**src/rtl/bist_pkg.sv**
```systemverilog
// Shared definitions for the full-adder BIST loop: ORA state encoding and MISR taps.
package bist_pkg;

    localparam int DEFAULT_SIG_WIDTH = 4;
    localparam int CNT_WIDTH         = 3;

    // Feedback from the MSB lands on bits 0 and 1: x^4 + x + 1.
    localparam logic [3:0] MISR_TAPS = 4'b0011;

    typedef enum logic [1:0] {
        IDLE     = 2'd0,
        COMPRESS = 2'd1,
        COMPARE  = 2'd2,
        DONE     = 2'd3
    } ora_state_t;

endpackage

```
**src/rtl/bist_misr.sv**
```systemverilog
// 4-bit multiple-input signature register compacting a 2-bit response per enabled cycle.
module bist_misr
    import bist_pkg::*;
#(
    parameter int SIG_WIDTH = DEFAULT_SIG_WIDTH
) (
    input  logic                 clock,
    input  logic                 reset,
    input  logic                 load,
    input  logic [SIG_WIDTH-1:0] seed,
    input  logic                 enable,
    input  logic [1:0]           data,
    output logic [SIG_WIDTH-1:0] signature
);

    logic [SIG_WIDTH-1:0] sig_q;
    logic [SIG_WIDTH-1:0] sig_d;
    logic [SIG_WIDTH-1:0] data_ext;
    logic                 feedback;

    assign feedback = sig_q[SIG_WIDTH-1];
    assign data_ext = {{(SIG_WIDTH-2){1'b0}}, data};

    // Each bit: shifted-in neighbour, tapped feedback, and its parallel response input.
    generate
        for (genvar gi = 0; gi < SIG_WIDTH; gi++) begin : g_bit
            if (gi == 0) begin : g_lsb
                assign sig_d[gi] = (MISR_TAPS[gi] & feedback) ^ data_ext[gi];
            end else begin : g_upper
                assign sig_d[gi] = sig_q[gi-1] ^ (MISR_TAPS[gi] & feedback) ^ data_ext[gi];
            end
        end
    endgenerate

    always_ff @(posedge clock or negedge reset) begin
        if (!reset) begin
            sig_q <= '0;
        end else if (load) begin
            sig_q <= seed;
        end else if (enable) begin
            sig_q <= sig_d;
        end
    end

    assign signature = sig_q;

endmodule

```
**src/rtl/bist_ora_misr.sv**
```systemverilog
// Output response analyzer: compacts NUM_PATTERNS CUT responses and compares to GOLDEN_SIG.
// Optional macro BIST_ORA_SIG_OBS_EN exposes the live MISR on the signature port.
module bist_ora_misr
    import bist_pkg::*;
#(
    parameter int                   SIG_WIDTH    = DEFAULT_SIG_WIDTH,
    parameter int                   NUM_PATTERNS = 7,
    parameter logic [SIG_WIDTH-1:0] GOLDEN_SIG   = '0,
    parameter logic [SIG_WIDTH-1:0] SEED         = '0
) (
    input  logic                 clock,
    input  logic                 reset,
    input  logic                 start,
    input  logic                 resp_valid,
    input  logic                 resp_sum,
    input  logic                 resp_cout,
    output logic                 busy,
    output logic                 done,
    output logic                 pass
`ifdef BIST_ORA_SIG_OBS_EN
    ,
    output logic [SIG_WIDTH-1:0] signature
`endif
);

    localparam logic [CNT_WIDTH-1:0] LAST_CNT = CNT_WIDTH'(NUM_PATTERNS - 1);

    ora_state_t           state_q, state_d;
    logic [CNT_WIDTH-1:0] count_q, count_d;
    logic                 pass_q, pass_d;
    logic                 misr_load;
    logic                 misr_en;
    logic [SIG_WIDTH-1:0] misr_sig;

    bist_misr #(
        .SIG_WIDTH (SIG_WIDTH)
    ) u_misr (
        .clock     (clock),
        .reset     (reset),
        .load      (misr_load),
        .seed      (SEED),
        .enable    (misr_en),
        .data      ({resp_cout, resp_sum}),
        .signature (misr_sig)
    );

    always_comb begin
        state_d   = state_q;
        count_d   = count_q;
        pass_d    = pass_q;
        misr_load = 1'b0;
        misr_en   = 1'b0;
        case (state_q)
            // DONE restarts exactly like IDLE so back-to-back tests need no idle cycle.
            IDLE, DONE: begin
                if (start) begin
                    state_d   = COMPRESS;
                    count_d   = '0;
                    pass_d    = 1'b0;
                    misr_load = 1'b1;
                end
            end
            COMPRESS: begin
                if (resp_valid) begin
                    misr_en = 1'b1;
                    count_d = count_q + 1'b1;
                    if (count_q == LAST_CNT) begin
                        state_d = COMPARE;
                    end
                end
            end
            COMPARE: begin
                state_d = DONE;
                pass_d  = (misr_sig == GOLDEN_SIG);
            end
            default: begin
                state_d = IDLE;
            end
        endcase
    end

    always_ff @(posedge clock or negedge reset) begin
        if (!reset) begin
            state_q <= IDLE;
            count_q <= '0;
            pass_q  <= 1'b0;
        end else begin
            state_q <= state_d;
            count_q <= count_d;
            pass_q  <= pass_d;
        end
    end

    assign busy = (state_q == COMPRESS) || (state_q == COMPARE);
    assign done = (state_q == DONE);
    assign pass = pass_q;

`ifdef BIST_ORA_SIG_OBS_EN
    assign signature = misr_sig;
`endif

endmodule

```
**config.mk**
```make
export PLATFORM = sky130hd
export DESIGN_NAME = bist_ora_misr
export DESIGN_NICKNAME = d
export VERILOG_FILES = /design/src/rtl/bist_pkg.sv /design/src/rtl/bist_misr.sv /design/src/rtl/bist_ora_misr.sv
export SDC_FILE = /design/constraint.sdc
export NUM_CORES = 1
export LEC_CHECK = 0
export ABC_CLOCK_PERIOD_IN_PS = 2450
export BUFFER_PORTS_ARGS = -buffer_cell sky130_fd_sc_hd__clkbuf_2
export CORE_AREA = 3 3 40 42
export CTS_CLUSTER_DIAMETER = 100
export DETAILED_ROUTE_END_ITERATION = 16
export DIE_AREA = 0 0 43 45
export GPL_TIMING_DRIVEN = 1
export PLACE_DENSITY = 0.67
export SLEW_MARGIN = 20
export SYNTH_ARGS = -nofsm -noshare
export SYNTH_HDL_FRONTEND = slang
export SYNTH_SLANG_ARGS = --single-unit
export TNS_END_PERCENT = 30
```
**constraint.sdc**
```tcl
create_clock -name clock -period 2.45 [get_ports clock]
set_clock_uncertainty 0.2 [all_clocks]
set_input_delay 0.1225 -clock clock [delete_from_list [all_inputs] [get_ports clock]]
set_output_delay 0.1225 -clock clock [all_outputs]
set_load 0.005 [all_outputs]
```
---- After elaboration in Yosys (flattened, before gate mapping) ----
Index checks and enable logic that the tools add are counted.
operators by class
  add/sub/neg operators ................... 1
  equality and inequality tests ........... 7
  multiplexer cells ....................... 15
  bitwise operators ....................... 3
  reduce and logical (&&, ||, !) cells .... 10
operator list
  cell                                                  count
  two-way mux 4 bit                                     2
  two-way mux 2 bit                                     3
  two-way mux 3 bit                                     2
  != test 2 bit (second input constant)                 3
  case mux 2 bit (3 select lines)                       1
  case mux 3 bit (2 select lines)                       1
  AND reduction 3 bit                                   2
  nonzero test 2 bit                                    3
  two-way mux 1 bit                                     5
  equality test 2 bit (second input constant)           2
  logical NOT 4 bit                                     1
  adder 3 x 1 -> 3 bit (second input constant)          1
  equality test 3 bit (second input constant)           1
  XOR 1 bit                                             3
  equality test 2 x 1 -> 1 bit (second input constant)  1
  logical NOT 2 bit                                     1
  case mux 1 bit (2 select lines)                       1
  AND reduction 2 bit                                   1
  OR reduction 2 bit                                    1
  logical OR 1 bit                                      1
storage, ports and cells
  flip-flop bits (word level) ............. 10
  bits of input ports ..................... 6
  output and inout bits ................... 3
  logic and storage cells ................. 40

---- Depth between registers and ports, before layout ----
Gate-level depths: netlist of the first run.
  word-level depth ........................ 4
  gate-level depth with buffers ........... 6
  depth with buffers taken out ............ 5

---- Hierarchy ----
From an unflattened synthesis of the first run, not the netlist that was laid out.
unflattened totals
  cells, all modules ...................... 68
  area, all modules ....................... 659.4 sq um
by module, submodules not included
  module         times used  cells each  area each (sq um)  seq. area each (sq um)
  bist_ora_misr  1           45          430.4              150.1
  bist_misr      1           23          229.0              100.1

---- Least setup slack after synthesis of the first run ----
OpenSTA, ideal clock, no wires.
  path kind ............................... reg2reg
  from .................................... reg state_q[0]
  to ...................................... reg count_q[2]
  library setup time ...................... 69 ps
  data arrival time ....................... 1,522 ps
  data required time ...................... 2,181 ps
  path slack .............................. 659 ps
  stages on the path, launching flop included .. 7
  period minus slack after synthesis ...... 1,791 ps
  path through ............................ dfrtp_1 > inv_1 > ha_1 > buf_6 > nor2b_4 > or4b_1 > nand3_1
between the ends
  word-level cells in the longest chain between the ends .. 4
  elaborated cells between the ends (all ways) .. 9
  those cells by class .................... 4 x eq/ne; 1 x mux; 4 x reduce/logical
ends and longest elaborated chain
  item                                                                  RTL line             source
  from (decl)                                                           bist_ora_misr.sv:28  ora_state_t state_q, state_d;
  from (signal assigned)                                                bist_ora_misr.sv:88  state_q <= state_d;
  equality test 2 bit or logical NOT 2 bit (tied branches)              bist_ora_misr.sv:53  case (state_q)
  OR reduction 2 bit                                                    bist_ora_misr.sv:53
  != test 2 bit (no source line) or nonzero test 2 bit (tied branches)  -
  AND reduction 3 bit (no source line)                                  -
  to (signal assigned)                                                  bist_ora_misr.sv:89  count_q <= count_d;
  to (decl)                                                             bist_ora_misr.sv:29  logic [CNT_WIDTH-1:0] count_q, count_d;
Parallel ways exist; a longest one is shown, timed or not.
A chain may end at the register's enable or synchronous reset.

---- Worst setup path after layout of the first run ----
Same ends and word-level chain as after synthesis.

==> results.py, run 1 <==
metrics = {
    "sta": {
        "fin_setup_tns_ns": 0,
        "setup_viol": 0,
        "period_share_pct": 78.0,
        "slew_headroom_pct": 80.8,
        "slew_viol_final": 0,
        "hold_viol_final": 0,
        "worst_pin_slew_ns": 0.280,
        "max_clock_freq_ghz": 0.523,
        "min_period_ns": 1.91,
        "rsz0062_at_grt": "no",
    },
    "detailed_routing": {
        "post_drt_wl_per_cell_um": 11.9,
        "dr.pass1.iters": 4,
        "via_per_inst": 5.30,
        "postRouteWirelength_um": 1100,
        "num_vias": 488,
        "detail-route-antenna-nets": 0,
        "drcViolationCount": 0,
        "initialDrtViolationCount": 7,
    },
    "clocking": {
        "clkLatencyLatePin_ns": 0.26,
        "cts_made_buffers": 3,
        "clock-root-buffer": "clkbuf_4",
        "htree_num_levels": 1,
        "ctsResizeCount": 0,
        "cts_buffer_depth": 2,
        "clkSinkCount": 10,
        "cts_tree": "done",
        "cts.clk_slew.worst_paths_ns": 0.07,
    },
    "setup_path": {
        "worstPathMaxFanout": 9,
        "worst_setup_path_end_kind": "register",
        "crit_type": "register to register",
        "required_ns": 2.45,
        "crit_path_start_kind": "register",
        "arrival_ns": 1.91,
    },
    "power": {
        "p_leak_uw": 0.000368,
        "power.density_mw_per_mm2": 990,
        "peakVddDrop_mv": 0.474,
    },
    "floorplanning": {
        "floorplan.rows": 13,
        "die_x_um": 43,
        "die-area_mm2": 0.00194,
        "core-area_mm2": 0.00128,
        "pin_count": 9,
        "initial_utilization_pct": 47.7,
        "die_h_um": 45,
    },
    "yosys": {
        "synthSimpleGateAreaFrac_pct": 19.0,
        "yosysUniqueCellTypes": 27,
        "synth_seq_cells": 10,
        "post-synth-top-count-cell": "dfrtp_1",
        "synth-compound-area-share_pct": 16.5,
        "yosys_most_used_dff": "dfrtp_1",
        "avgSynthCellArea_um2": 9.73,
        "syn_area_um2": 613,
        "ys_async_sr_fraction_pct": 100,
        "synthCells": 63,
        "synth_fp_nets": 74,
        "synthMuxAreaShare_pct": 4.90,
        "yosysSeqAreaShare_pct": 40.8,
        "synth_top_area_share_pct": 40.8,
        "yosys.area.top_type": "dfrtp_1",
        "synth-adder-area-share_pct": 10.2,
        "synth_edf_count": 0,
        "synthTopCellsByCount": "dfrtp_1, o21ai_0, ha_1, inv_1, nand2_1",
        "synth_top_family_by_area": "simple AND/OR/NAND/NOR gates",
        "netlist_top_cells_area": "dfrtp_1, ha_1, mux2i_1",
        "yosysWarnings": 0,
        "synth_xor_area_share_pct": 2.86,
    },
    "placed_design": {
        "gp_congestion": 0.743,
        "port_buffers": 8,
        "hpwl_um": 837,
    },
    "finish": {
        "synthToLayoutAreaGrowth_pct": 19.4,
        "regArea_um2": 250,
        "drive_gt1_share_pct": 16.9,
        "fill_cells": 110,
        "insertedDiodeCount": 0,
        "fin_util_pct": 57.0,
        "final_nets": 89,
        "multiInputGateArea_um2": 328,
    },
    "grt": {
        "grt_pass1_vias": 436,
        "grtUsageTotal_pct": 13.0,
        "grt_pass1_wl_um": 1860,
        "gr-total-overflow": 0,
        "grt_max_degree": 11,
        "antenna_found_initial": 0,
    },
    "outcome": {
        "status": "finished clean",
    },
    "min_path": {
        "min_path_type": "input pin to asynchronous set/reset pin",
    },
    "run": {
        "cap_viol_max_count": 0,
    },
}
## flip-flops by register name, indices dropped and copies added (netlist names)
name / flops
count_q: 3
pass: 1
state_q: 2
u_misr.signature: 4
## cell usage in the layout (no fill, tap or decap)
cell type      Yosys  layout
xor2_1             1       1
inv_1              5       5
ha_1               5       5
nor3b_1            1       1
nand2b_1           3       3
and2_0             1       1
or4b_1             1       1
nand3_1            3       3
o22ai_1            1       1
mux2i_1            3       3
clkbuf_8           0       1
a21boi_0           1       1
clkbuf_4           0       3
a22o_1             2       2
and3_1             1       1
a21o_1             1       1
nor2b_1            1       1
a21oi_1            3       3
o21ai_0            6       6
clkbuf_2           0       8
nor2_1             2       2
nor2b_4            1       1
dfrtp_1           10      10
dlygate4sd3_1      0       4
a221oi_1           1       1
nand2_1            4       4
xnor2_1            1       1
a32oi_1            1       1
nor3_1             2       2
## kinds of logic (layout without fill, tap and decap cells)
kind of cell	after synthesis	count (layout)
and+or+nand+nor	20	20
buffers and inverters	7	21
AOI/OAI and AO/OA	16	16
DFF	10	10
muxes	3	3
adders and majority gates	5	5
xor gates and xnor gates	2	2
## final timing paths
| kind | from | endpoint | slack [ns] | depth (start not counted) |
|---|---|---|---|---|
| min reg2reg | pass$_DFFE_PN0P_ | pass$_DFFE_PN0P_ | 0.33 | 2 |
| max in group asynchronous | reset | state_q[1]$_DFFE_PN0P_ | 1.80 | 2 |
| max reg2reg | state_q[0]$_DFFE_PN0P_ | count_q[2]$_DFFE_PN0P_ | 0.54 | 5 |
| min | reset | count_q[0]$_DFFE_PN0P_ | 0.05 | 2 |
| max | state_q[0]$_DFFE_PN0P_ | count_q[2]$_DFFE_PN0P_ | 0.54 | 5 |
| min in group clock | resp_valid | count_q[2]$_DFFE_PN0P_ | 0.07 | 4 |
## worst max-delay path: stages (launching register included)
cell and delay [ns]:
dfrtp_1 0.39, inv_1 0.06, ha_1 0.41, nor2b_4 0.19
or4b_1 0.50, nand3_1 0.09
## routing by layer
layer	vias up	track usage, %	part of all wire (%)	routed length, um
li1	250	-	-	-
met1	226	16.9	49	537
met2	10	19.8	46	499
met3	2	3.59	4.6	50
met4	0	7.23	0.82	9
met5	-	0	0	0
## through the flow
step,hold slack [ns],power (uW),setup WS [ns],area [um^2],std cells
after CTS,0.0509,733,0.529,732,92
after global routing,0.0724,785,0.482,732,92
after global placement,-0.197,573,0.601,656,84
after floorplan,-0.373,510,0.659,613,63
final,0.0505,725,0.539,732,92
after detailed placement,-0.197,574,0.552,656,84
## repair_timing
item                                   CTS  global route
hold buffers                             4             0
buffers inserted                         0             0
endpoints found under the hold margin   14             0
## cell type report
cell class                 count  area share [%]
multi-input combinational     46            44.8
sequential                    10            34.2
timing repair buffer          12            10.9
clock buffer                   4            4.96
inverter                       5            2.56
tap                           15            2.56
## power by group
part           switching (uW)  internal, uW  leakage, uW
logic                     157           143     0.000221
registers                53.5           222     0.000126
clock network            59.7          90.1    0.0000210
(Power assumes the default switching activity.)
==> inputs of run 2 (changes only) <==
--- a/config.mk
+++ b/config.mk
@@ -5,14 +5,15 @@
 export SDC_FILE = /design/constraint.sdc
 export NUM_CORES = 1
 export LEC_CHECK = 0
-export ABC_CLOCK_PERIOD_IN_PS = 2450
+export ABC_AREA = 1
+export ABC_CLOCK_PERIOD_IN_PS = 1730
 export BUFFER_PORTS_ARGS = -buffer_cell sky130_fd_sc_hd__clkbuf_2
 export CORE_AREA = 3 3 40 42
 export CTS_CLUSTER_DIAMETER = 100
 export DETAILED_ROUTE_END_ITERATION = 16
 export DIE_AREA = 0 0 43 45
 export GPL_TIMING_DRIVEN = 1
-export PLACE_DENSITY = 0.67
+export PLACE_DENSITY = 0.68
 export SLEW_MARGIN = 20
 export SYNTH_ARGS = -nofsm -noshare
 export SYNTH_HDL_FRONTEND = slang
==> constraint.sdc (replaced) <==
create_clock -name clock -period 1.73 [get_ports clock]
set_clock_uncertainty 0.2 [all_clocks]
set_input_delay 0.0865 -clock clock [delete_from_list [all_inputs] [get_ports clock]]
set_output_delay 0.0865 -clock clock [all_outputs]
set_load 0.005 [all_outputs]
==> results.py, run 2 <==
metrics = {
    "outcome": {
        "status": "finished clean",
    },
    "finish": {
        "fill_cells": 123,
        "drive_gt1_share_pct": 21.7,
        "final_nets": 105,
        "regArea_um2": 250,
        "insertedDiodeCount": 0,
        "stdcell_area_um2": 727,
        "multiInputGateArea_um2": 285,
        "final_cell_mix": "nand2_1, inv_1, dfrtp_1, clkbuf_2",
        "synthToLayoutAreaGrowth_pct": 22.1,
        "largest_reg_flops": 4,
        "mostFrequentLayoutCell": "nand2_1",
    },
    "floorplanning": {
        "die_h_um": 45,
        "initial_utilization_pct": 46.3,
        "floorplan.rows": 13,
        "core-area_mm2": 0.00128,
        "pin_count": 9,
        "die_x_um": 43,
        "die-area_mm2": 0.00194,
    },
    "clocking": {
        "post-cts-setup-buffer-count": 0,
        "cts_buffer_depth": 2,
        "cts_tree": "done",
        "cts_hold_buf": 5,
        "clock-root-buffer": "clkbuf_4",
        "clkLatencyLatePin_ns": 0.27,
        "htree_num_levels": 1,
        "ctsResizeCount": 0,
        "cts.clk_slew.worst_paths_ns": 0.07,
        "cts_made_buffers": 3,
        "clkSinkCount": 10,
    },
    "detailed_routing": {
        "initialDrtViolationCount": 5,
        "drcViolationCount": 0,
        "via_per_inst": 4.71,
        "dr.pass1.iters": 4,
        "post_drt_wl_per_cell_um": 10.5,
        "detail-route-antenna-nets": 0,
        "num_vias": 504,
        "postRouteWirelength_um": 1130,
    },
    "sta": {
        "slew_viol_final": 0,
        "rsz0062_at_grt": "no",
        "worst_pin_slew_ns": 0.251,
        "setup_viol": 0,
        "min_period_ns": 1.57,
        "slew_headroom_pct": 83.3,
        "max_clock_freq_ghz": 0.638,
        "fin_setup_tns_ns": 0,
        "hold_viol_final": 0,
        "period_share_pct": 90.6,
    },
    "setup_path": {
        "max_stage_delay_ns": 0.38,
        "rrSetupSlack_ns": 0.20,
        "crit_buf_inv": 3,
        "arrival_ns": 1.28,
        "required_ns": 1.44,
        "crit_family": "flip-flops",
        "worstPathMaxFanout": 4,
        "crit_type": "register to output port",
        "crit_path_cell_trace": "inv_1 > ha_1 > inv_2 > clkbuf_2",
        "slowest_stage": "dfrtp_1",
        "ff2ff_path_depth": 5,
        "worst_setup_path_end_kind": "output port",
        "reg2reg_to": "count_q[0]$_DFFE_PN0P_",
        "crit_path_start_kind": "register",
        "r2r_start": "state_q[0]$_DFFE_PN0P_",
    },
    "power": {
        "p_leak_uw": 0.000404,
        "peakVddDrop_mv": 0.666,
        "fin_total_pwr_uw": 1220,
        "power.density_mw_per_mm2": 1680,
    },
    "yosys": {
        "synthCells": 76,
        "yosysWarnings": 0,
        "synthTopCellsByCount": "nand2_1, inv_1, dfrtp_1, ha_1, nand3_1",
        "yosysSeqAreaShare_pct": 42.0,
        "post-synth-top-count-cell": "nand2_1",
        "avgSynthCellArea_um2": 7.84,
        "yosys_most_used_dff": "dfrtp_1",
        "yosys.area.top_type": "dfrtp_1",
        "ys_async_sr_fraction_pct": 100,
        "synth_seq_cells": 10,
        "synth_top_area_share_pct": 42.0,
        "syn_area_um2": 596,
        "synth_edf_count": 0,
        "synth_fp_nets": 87,
        "netlist_top_cells_area": "dfrtp_1, nand2_1, ha_1",
        "yosysUniqueCellTypes": 16,
    },
    "grt": {
        "grt_max_degree": 11,
        "grt_pass1_vias": 484,
        "grt_pass1_wl_um": 1990,
        "grtUsageTotal_pct": 14.3,
        "antenna_found_initial": 0,
        "gr-total-overflow": 0,
    },
    "placed_design": {
        "place_area_um2": 654,
        "gp_congestion": 0.750,
        "hpwl_um": 840,
        "port_buffers": 8,
    },
    "min_path": {
        "min_path_type": "input pin to asynchronous set/reset pin",
    },
    "run": {
        "cap_viol_max_count": 0,
    },
}
## run 2: cell types whose count changed after synthesis, sizes merged, moves of 2 or more
cell    before  now
a21oi        3    1
a22o         2    0
nor3         2    0
nand3        3    6
nor2b        2    0
mux2i        3    0
inv          5   15
nand2b       3    0
o22ai        1    3
buf          2    0
nand2        4   27
## run 2: kinds of logic after synthesis
group                    count (synthesis)  share of synthesized area, %
flip-flops                              10                          42.0
AND/OR/NAND/NOR                         34                          25.2
XOR/XNOR                                 1                          1.47
adder cells (fa/ha/maj)                  5                          10.5
buffers and inverters                   16                          10.1
AO/OA/AOI/OAI                           10                          10.7
## run 2: layer usage
| metal | routed length [um] | global-route usage, % |
|---|---|---|
| met1 | 532 | 18.0 |
| met2 | 503 | 22.2 |
| met3 | 50 | 2.39 |
| met4 | 39 | 10.8 |
| met5 | 0 | 0 |
## run 2: worst register-to-register path, cell delays in order, from the launching register on
cell and delay [ns]:
dfrtp_1 0.38, inv_1 0.08, ha_1 0.34, nand2_2 0.13, nand3_2 0.12, o21a_1 0.18
## run 2: power by group
part | internal [uW] | switching, uW
Sequential | 329 | 68.4
Combinational | 258 | 399
Clock | 80.6 | 83.3
## run 2: cell type report
class	count	area share, %
Inverter	16	8.26
Tap cell	15	2.58
Sequential cell	10	34.4
Multi-Input combinational cell	50	39.2
Clock buffer	3	3.10
Timing Repair Buffer	13	12.4
## run 2: worst max-delay path by stage
stage	start	to	slack, ns	cells past startpoint
floorplan	state_q[0]$_DFFE_PN0P_	count_q[0]$_DFFE_PN0P_	0.29	5
global placement	state_q[0]$_DFFE_PN0P_	count_q[0]$_DFFE_PN0P_	0.24	5
detailed placement	state_q[0]$_DFFE_PN0P_	count_q[0]$_DFFE_PN0P_	0.21	5
CTS	state_q[0]$_DFFE_PN0P_	busy	0.15	4
global route	state_q[0]$_DFFE_PN0P_	busy	0.10	4
finish	state_q[0]$_DFFE_PN0P_	busy	0.16	4
## run 2: per-stage QoR
step	worst slack, ns	utilization (%)	hold WS (ns)	cells
final	0.162	56.6	0.00490	107
after global placement	0.244	50.9	-0.235	99
after floorplan	0.287	-	-0.409	76
after CTS	0.149	56.6	0.0229	107
after detailed placement	0.212	50.9	-0.227	99
after global routing	0.101	56.6	0.0436	107
==> inputs of run 3 (changes only) <==
--- a/config.mk
+++ b/config.mk
@@ -5,15 +5,14 @@
 export SDC_FILE = /design/constraint.sdc
 export NUM_CORES = 1
 export LEC_CHECK = 0
-export ABC_AREA = 1
 export ABC_CLOCK_PERIOD_IN_PS = 1730
 export BUFFER_PORTS_ARGS = -buffer_cell sky130_fd_sc_hd__clkbuf_2
-export CORE_AREA = 3 3 40 42
+export CORE_MARGIN = 3
+export CORE_UTILIZATION = 47
 export CTS_CLUSTER_DIAMETER = 100
 export DETAILED_ROUTE_END_ITERATION = 16
-export DIE_AREA = 0 0 43 45
 export GPL_TIMING_DRIVEN = 1
-export PLACE_DENSITY = 0.68
+export PLACE_DENSITY = 0.7
 export SLEW_MARGIN = 20
 export SYNTH_ARGS = -nofsm -noshare
 export SYNTH_HDL_FRONTEND = slang
==> results.py, run 3 (synthesized netlist as in run 1, its figures left out) <==
metrics = {
    "outcome": {
        "status": "finished clean",
    },
    "finish": {
        "largest_reg_flops": 4,
        "mostFrequentLayoutCell": "dfrtp_1",
        "fin_cells": 94,
        "insertedDiodeCount": 0,
        "synthToLayoutAreaGrowth_pct": 23.5,
        "final_cell_mix": "dfrtp_1, clkbuf_2, o21ai_0, inv_1, ha_1",
        "stdcell_area_um2": 757,
        "final_nets": 92,
        "drive_gt1_share_pct": 21.3,
    },
    "setup_path": {
        "crit_end": "count_q[2]$_DFFE_PN0P_",
        "r2r_start": "state_q[0]$_DFFE_PN0P_",
        "crit_type": "register to register",
        "ff2ff_path_depth": 5,
        "worstPathMaxFanout": 4,
        "crit_path_start_kind": "register",
        "reg2reg_to": "count_q[2]$_DFFE_PN0P_",
        "worst_setup_path_end_kind": "register",
        "rrSetupSlack_ns": 0.03,
        "startpoint": "state_q[0]$_DFFE_PN0P_",
        "required_ns": 1.73,
        "arrival_ns": 1.70,
    },
    "floorplanning": {
        "floorplan.rows": 12,
        "die_h_um": 42.1,
        "die-area_mm2": 0.00177,
        "pin_count": 9,
        "die_x_um": 42.1,
        "core-area_mm2": 0.00117,
        "initial_utilization_pct": 52.4,
    },
    "detailed_routing": {
        "num_vias": 492,
        "drcViolationCount": 0,
        "dr.pass1.iters": 4,
        "post_drt_wl_per_cell_um": 13.2,
        "postRouteWirelength_um": 1250,
        "detail-route-antenna-nets": 0,
        "initialDrtViolationCount": 5,
        "via_per_inst": 5.23,
    },
    "power": {
        "power_switching_share_pct": 37.0,
        "power.density_mw_per_mm2": 1440,
        "share_comb_of_total_power_pct": 44.5,
        "p_int_uw": 686,
        "p_leak_uw": 0.000382,
        "pwr-share-seq_pct": 36.3,
        "peakVddDrop_mv": 0.726,
        "pwr-share-clk_pct": 19.2,
        "fin_total_pwr_uw": 1090,
        "p_switching_uw": 403,
    },
    "sta": {
        "fin_setup_tns_ns": 0,
        "period_share_pct": 98.0,
        "hold_viol_final": 0,
        "slew_viol_final": 0,
        "worst_pin_slew_ns": 0.263,
        "slew_headroom_pct": 82.5,
        "setup_viol": 0,
        "min_period_ns": 1.70,
        "rsz0062_at_grt": "yes",
        "max_clock_freq_ghz": 0.590,
        "setup_slack_ns": 0.0342,
    },
    "placed_design": {
        "hpwl_um": 899,
        "port_buffers": 8,
        "detailedPlace.worstSlack_ns": 0.0592,
        "gp_congestion": 0.795,
        "place_inst": 86,
        "place_area_um2": 677,
    },
    "grt": {
        "grt_max_degree": 11,
        "grtUsageTotal_pct": 16.2,
        "grt_pass1_wl_um": 2270,
        "gr-total-overflow": 0,
        "antenna_found_initial": 0,
        "grt_pass1_vias": 572,
    },
    "clocking": {
        "clkLatencyLatePin_ns": 0.26,
        "post-cts-setup-buffer-count": 0,
        "cts_made_buffers": 3,
        "cts_tree": "done",
        "htree_num_levels": 1,
        "clock-root-buffer": "clkbuf_4",
        "clkSinkCount": 10,
        "cts_buffer_depth": 2,
        "cts.clk_slew.worst_paths_ns": 0.07,
    },
    "run": {
        "cap_viol_max_count": 0,
    },
    "min_path": {
        "min_path_type": "input pin to asynchronous set/reset pin",
    },
}
-- run 3: area by class of cell --
class | count | area, um^2
Tap cell | 14 | 17.5
Clock buffer | 4 | 36.3
Multi-Input combinational cell | 46 | 332
Timing Repair Buffer | 15 | 103
Fill cell | 101 | 414
Inverter | 5 | 18.8
Sequential cell | 10 | 250
-- run 3: power groups by stage --
stage	clock [uW]	sequential [uW]	combinational [uW]
floorplan	0	376	347
global placement	0	394	457
detailed placement	0	400	465
CTS	212	396	474
global route	227	407	555
finish	209	395	485
-- run 3: per-layer routing --
layer	vias to the layer above	GRT usage, %	wire, um
met1	232	19.8	598
li1	254	-	-
met2	6	27.8	610
met3	0	2.58	37
met4	0	6.83	0
met5	-	0	0
-- run 3: critical path: stages, from the launching register on --
cell and delay (ns):
dfrtp_1 0.39, inv_1 0.06, ha_1 0.29, nor2b_4 0.15
or4b_1 0.47, nand3_1 0.08
-- run 3: worst min path at each step --
stage,startpoint,to,slack [ns],depth (start not counted)
floorplan,reset,count_q[0]$_DFFE_PN0P_,-0.41,0
global placement,reset,pass$_DFFE_PN0P_,-0.23,1
detailed placement,reset,pass$_DFFE_PN0P_,-0.23,1
CTS,reset,pass$_DFFE_PN0P_,0.03,2
global route,reset,pass$_DFFE_PN0P_,0.04,2
finish,reset,pass$_DFFE_PN0P_,0.03,2
-- run 3: per-stage QoR --
step,utilization (%),hold WS (ns)
final,64.6,0.0276
after global placement,57.8,-0.234
after floorplan,-,-0.409
after detailed placement,57.8,-0.230
after global routing,64.6,0.0353
after CTS,64.3,0.0252
-- run 3: timing repair --
item,in CTS,in global routing
endpoints found under the setup margin,0,6
hold buffers,4,0
gates resized for setup,0,2
hold endpoints to repair,14,0
